[src/rtl/riscv_alu_src_ctrl_pkg.sv]
// Shared ALU operand-source codes, RV32 opcodes, controller FSM states and the decode record.
package riscv_alu_src_ctrl_pkg;

  typedef enum logic [2:0] {
    SRC_REG     = 3'd0,
    SRC_IMM     = 3'd1,
    SRC_SHAMT   = 3'd2,
    SRC_PC      = 3'd3,
    SRC_PC_NEXT = 3'd4,
    SRC_CSR     = 3'd5,
    SRC_NULL    = 3'd6
  } alu_src_e;

  localparam logic [6:0] OPC_OP     = 7'b0110011;
  localparam logic [6:0] OPC_BRANCH = 7'b1100011;
  localparam logic [6:0] OPC_OP_IMM = 7'b0010011;
  localparam logic [6:0] OPC_LOAD   = 7'b0000011;
  localparam logic [6:0] OPC_STORE  = 7'b0100011;
  localparam logic [6:0] OPC_LUI    = 7'b0110111;
  localparam logic [6:0] OPC_AUIPC  = 7'b0010111;
  localparam logic [6:0] OPC_JAL    = 7'b1101111;
  localparam logic [6:0] OPC_JALR   = 7'b1100111;
  localparam logic [6:0] OPC_SYSTEM = 7'b1110011;

  typedef enum logic [1:0] {
    ST_EMPTY = 2'd0,
    ST_BEAT0 = 2'd1,
    ST_BEAT1 = 2'd2
  } state_e;

  // Selects for both beats; a1/b1 only matter when two_beat is set.
  typedef struct packed {
    alu_src_e src_a0;
    alu_src_e src_b0;
    alu_src_e src_a1;
    alu_src_e src_b1;
    logic     two_beat;
    logic     illegal;
  } dec_t;

  localparam dec_t DEC_RESET = '{SRC_NULL, SRC_NULL, SRC_NULL, SRC_NULL, 1'b0, 1'b0};

endpackage

[src/rtl/riscv_alu_src_ctrl_decode.sv]
// Combinational opcode/funct3 -> operand-select decode for both execute beats.
// Zero latency; no handshake, the caller registers the result on accept.
module riscv_alu_src_decode
  import riscv_alu_src_ctrl_pkg::*;
(
  input  logic [6:0] opcode,
  input  logic [2:0] funct3,
  output dec_t       dec
);

  always_comb begin
    dec = DEC_RESET;
    unique case (opcode)
      OPC_OP, OPC_BRANCH: begin
        dec.src_a0 = SRC_REG;
        dec.src_b0 = SRC_REG;
      end
      OPC_OP_IMM: begin
        dec.src_a0 = SRC_REG;
        dec.src_b0 = (funct3 == 3'b001 || funct3 == 3'b101) ? SRC_SHAMT : SRC_IMM;
      end
      OPC_LOAD, OPC_STORE: begin
        dec.src_a0 = SRC_REG;
        dec.src_b0 = SRC_IMM;
      end
      OPC_LUI: begin
        dec.src_a0 = SRC_NULL;
        dec.src_b0 = SRC_IMM;
      end
      OPC_AUIPC: begin
        dec.src_a0 = SRC_PC;
        dec.src_b0 = SRC_IMM;
      end
      OPC_JAL, OPC_JALR: begin
        dec.src_a0 = SRC_PC_NEXT;
        dec.src_b0 = SRC_NULL;
      end
      OPC_SYSTEM: begin
        if (funct3 != 3'b000) begin
          // CSR read then modify: rs1 or zimm feeds the second beat.
          dec.two_beat = 1'b1;
          dec.src_a0   = SRC_CSR;
          dec.src_b0   = SRC_NULL;
          dec.src_a1   = SRC_CSR;
          dec.src_b1   = funct3[2] ? SRC_IMM : SRC_REG;
        end
      end
      default: dec.illegal = 1'b1;
    endcase
  end

endmodule

[src/rtl/riscv_alu_src_ctrl.sv]
// Decode-to-execute operand-select stage; out_valid one cycle after accept, CSR ops take two beats.
// Backpressure: outputs hold while out_ready is low; in_ready combinationally follows out_ready on the last beat.
module riscv_alu_src_ctrl
  import riscv_alu_src_ctrl_pkg::*;
#(
  parameter int XLEN = 32
)
(
  input  logic            clk,
  input  logic            rst,
  input  logic            flush,
  input  logic            in_valid,
  output logic            in_ready,
  input  logic [XLEN-1:0] in_instr,
  input  logic [XLEN-1:0] in_pc,
  output logic            out_valid,
  input  logic            out_ready,
  output logic [XLEN-1:0] out_instr,
  output logic [XLEN-1:0] out_pc,
  output logic [2:0]      out_src_a,
  output logic [2:0]      out_src_b,
  output logic            out_beat,
  output logic            out_last,
  output logic            out_illegal
);

  state_e          state_q, state_d;
  logic [XLEN-1:0] instr_q, pc_q;
  dec_t            dec_q, dec_d;
  logic            accept;

  riscv_alu_src_decode u_decode (
    .opcode (in_instr[6:0]),
    .funct3 (in_instr[14:12]),
    .dec    (dec_d)
  );

  assign out_valid   = (state_q != ST_EMPTY);
  assign out_beat    = (state_q == ST_BEAT1);
  assign out_last    = (state_q == ST_BEAT1) || (state_q == ST_BEAT0 && !dec_q.two_beat);
  assign out_illegal = dec_q.illegal;
  assign out_src_a   = out_beat ? dec_q.src_a1 : dec_q.src_a0;
  assign out_src_b   = out_beat ? dec_q.src_b1 : dec_q.src_b0;
  assign out_instr   = instr_q;
  assign out_pc      = pc_q;

  // A redirect kills the held beat and refuses any new instruction that cycle.
  assign in_ready = !flush && ((state_q == ST_EMPTY) || (out_ready && out_last));
  assign accept   = in_valid && in_ready;

  always_comb begin
    state_d = state_q;
    if (flush) begin
      state_d = ST_EMPTY;
    end else begin
      unique case (state_q)
        ST_EMPTY: if (accept) state_d = ST_BEAT0;
        ST_BEAT0: begin
          if (out_ready) begin
            if (dec_q.two_beat) state_d = ST_BEAT1;
            else if (accept)    state_d = ST_BEAT0;
            else                state_d = ST_EMPTY;
          end
        end
        ST_BEAT1: if (out_ready) state_d = accept ? ST_BEAT0 : ST_EMPTY;
        default:  state_d = ST_EMPTY;
      endcase
    end
  end

  always_ff @(posedge clk or posedge rst) begin
    if (rst) begin
      state_q <= ST_EMPTY;
      instr_q <= '0;
      pc_q    <= '0;
      dec_q   <= DEC_RESET;
    end else begin
      state_q <= state_d;
      if (accept) begin
        instr_q <= in_instr;
        pc_q    <= in_pc;
        dec_q   <= dec_d;
      end
    end
  end

endmodule

[config.mk]
export PLATFORM = sky130hd
export DESIGN_NAME = riscv_alu_src_ctrl
export DESIGN_NICKNAME = d
export VERILOG_FILES = /design/src/rtl/riscv_alu_src_ctrl_pkg.sv /design/src/rtl/riscv_alu_src_ctrl_decode.sv /design/src/rtl/riscv_alu_src_ctrl.sv
export SDC_FILE = /design/constraint.sdc
export NUM_CORES = 1
export LEC_CHECK = 0
export CAP_MARGIN = 20
export CORE_MARGIN = 4
export CORE_UTILIZATION = 45
export CTS_CLUSTER_DIAMETER = 100
export DETAILED_ROUTE_END_ITERATION = 12
export PLACE_DENSITY = 0.86
export SETUP_SLACK_MARGIN = 0.15
export SLEW_MARGIN = 40
export SYNTH_ARGS = -nofsm -noshare
export SYNTH_HDL_FRONTEND = slang
export SYNTH_SLANG_ARGS = --single-unit
[constraint.sdc]
create_clock -name clk -period 7.2 [get_ports clk]
set_clock_uncertainty 0.1 [all_clocks]
set_input_delay 1.08 -clock clk [delete_from_list [all_inputs] [get_ports clk]]
set_output_delay 1.08 -clock clk [all_outputs]
set_load 0.02 [all_outputs]
==> out/qor.yml <==
worst_setup_path:
  r2r-end: "dec_q[3]"
  crit_required_ns: 6.02
  crit_family: "buffers and inverters"
  cp.buffers_inverters: 2
  path_class: "input port to output pin"
  crit_chain: "clkdlybuf4s50_1 -> nand2b_1 -> a21oi_2 -> nor2_1 -> nor2_1 -> clkdlybuf4s50_1"
  end_kind: "output pin"
  cpMaxStageDelayCell: "clkdlybuf4s50_1"
  timing.rr.start: "dec_q[5]"
  critPathLaunchType: "input port"
  crit_end: "in_ready"
  critPathArrivalTime_ns: 2.68
  reg2reg_depth: 6
  worstSetupStartpoint: "out_ready"
  rrSetupSlack_ns: 5.20
  critPathMaxStageDelay_ns: 0.60
  path_max_fanout: 5
  cp.depth: 6
clock_tree:
  post_cts_buffers: 0
  cts-resized-gates: 0
  clk_path_buf_depth: 2
  cts_tree: "built"
  cts_sinks: 76
  clk_pin_slew_ns: 0.07
  cts_hold_buf: 0
  numCtsBuffers: 9
  worstSkewPairLatency_ns: 0.34
  cts_root_buf: "clkbuf_8"
  ctsHtreeMaxLevel: 3
die:
  start_util_pct: 46.4
  io_pins: 144
  rows: 30
  die-area_um2: 8400
  die_x_um: 91.7
  die-height_um: 91.7
  core_um2: 6790
timing:
  setup-tns-final_ns: 0
  max-slew-margin-rel_pct: 54.3
  rsz0062_at_grt: "false"
  tightest_slew_ns: 0.686
  period_share_pct: 53.6
  min_period_ns: 3.86
  clock.fmax_ghz: 0.259
  setup_viol: 0
  finalHoldViolations: 0
  worst_slack_ns: 3.34
  finalMaxSlewViolations: 0
flow_run:
  max_cap_violations: 0
logic_synthesis:
  yosys_warnings: 0
  synth-async-reset-ratio_pct: 100
  syn_area_um2: 3150
  synthTopCellsByCount: "71 x dfrtp_1, 59 x mux2_2, 16 x nand2_1"
  synth-edff-count: 0
  synth_flop_cell: "dfrtp_1"
  netlist_instances: 223
  synth.top_cell.area_share_pct: 56.4
  yosysUniqueCellTypes: 30
  ys_ff_latch: 76
  synth_seq_area_share_pct: 60.6
  synth.area.top_cells: "dfrtp_1 56%, mux2_2 21%, dfstp_2 4.2%"
  syn_avg_cell_area_um2: 14.1
  yosysTopAreaCell: "dfrtp_1"
  synthesis.nets: 292
  yosysMostFrequentCell: "dfrtp_1"
drt:
  wire_per_inst_um: 15.5
  dr.pass1.iters: 5
  drt_iter0_markers: 54
  via_per_inst: 4.89
  drc: 0
  num_vias: 2303
  ant_nets: 0
  drt_wl_total_um: 7290
layout:
  final_cells: 471
  fillers: 508
  diodes: 0
  finalNetCount: 440
  syn2layout_area_growth_pct: 53.3
  utilization_pct: 71.1
  drive_gt1_share_pct: 23.5
power:
  peakVddDrop_uv: 147
  power.density_nw_per_um2: 248
  p_leak_nw: 2.01
grt:
  antenna_found_initial: 0
  grt_overflow: 0
  grt_pass1_wl_um: 12400
  grt_pass1_vias: 2549
  grt_max_degree: 82
  grt_usage_pct: 18.6
placement:
  place_ws_ns: 3.33
  gp_congestion: 0.803
  dpl.hpwl_um: 5370
  portBuffers: 143
  dp.cells: 456
hold_path:
  hold_depth: 2
  hp-class: "flip-flop to flip-flop"
outcome:
  status: "finished clean"
[sequential cells by signal, indices dropped and copies added (netlist names)]
register / cells
dec_q: 9
out_illegal: 1
out_instr: 32
out_pc: 32
state_q: 2
[logic make-up after synthesis]
group / share of synthesized area, %
flip-flops: 60.6
buffers and inverters: 3.58
multiplexers: 22.5
AO/OA/AOI/OAI: 5.52
AND/OR/NAND/NOR: 7.79
[worst min path at each step]
| stage | from | end |
|---|---|---|
| floorplan | dec_q[12] | dec_q[12] |
| global placement | out_instr[14] | out_instr[14] |
| detailed placement | out_instr[14] | out_instr[14] |
| CTS | out_instr[14] | out_instr[14] |
| global route | dec_q[10] | dec_q[10] |
| finish | out_instr[14] | out_instr[14] |
[layer usage]
layer,vias up,part of all wire [%],global-route usage [%]
met5,-,0,0
met4,0,3.4,8.92
met3,23,8.2,6.07
met2,91,52,31.3
met1,1121,37,21.4
li1,1068,-,-
[through the flow]
| step | hold slack, ns | total power, mW | instance area, um2 |
|---|---|---|---|
| 2_1_floorplan | 0.345 | 0.700 | 3150 |
| 3_3_place_gp | 0.365 | 0.884 | 4630 |
| 3_5_place_dp | 0.371 | 0.894 | 4640 |
| 4_1_cts | 0.387 | 1.21 | 4830 |
| 5_1_grt | 0.407 | 1.26 | 4830 |
| 6_report | 0.383 | 1.20 | 4830 |
[worst min-delay path: stages, from the launching register on]
cell	delay, ns
dfrtp_1	0.34
nand2_1	0.05
o21ai_0	0.06
[power by group]
part	internal, mW	total (mW)	switching, mW
Sequential	0.492	0.523	0.0312
Clock	0.166	0.315	0.149
Combinational	0.196	0.358	0.162
[area by class of cell]
cell class                      count  area [um2]  share of cell area (%)
Sequential cell                    76        1910                    39.5
Clock buffer                       10         138                    2.85
Multi-Input combinational cell    132        1130                    23.4
Inverter                            7        27.5                   0.570
Tap cell                           96         120                    2.49
Clock inverter                      5        52.6                    1.09
Timing Repair Buffer              145        1450                    30.1
[layout by cell type, fill, tap and decap left out, types with 2 or more instances in the layout]
cell type / n
clkdlybuf4s50_1: 143
dfrtp_1: 71
mux2_2: 59
nand2_1: 16
clkbuf_8: 10
nor2b_1: 8
o21ai_0: 7
nand2b_1: 6
inv_1: 6
nor2_1: 5
dfstp_2: 5
mux2_1: 4
a21oi_1: 4
clkinv_2: 4
nand4_1: 3
nand3b_1: 2
o22a_1: 2
o31ai_1: 2
nand3_1: 2
buf_6: 2
(Power assumes the default switching activity.)
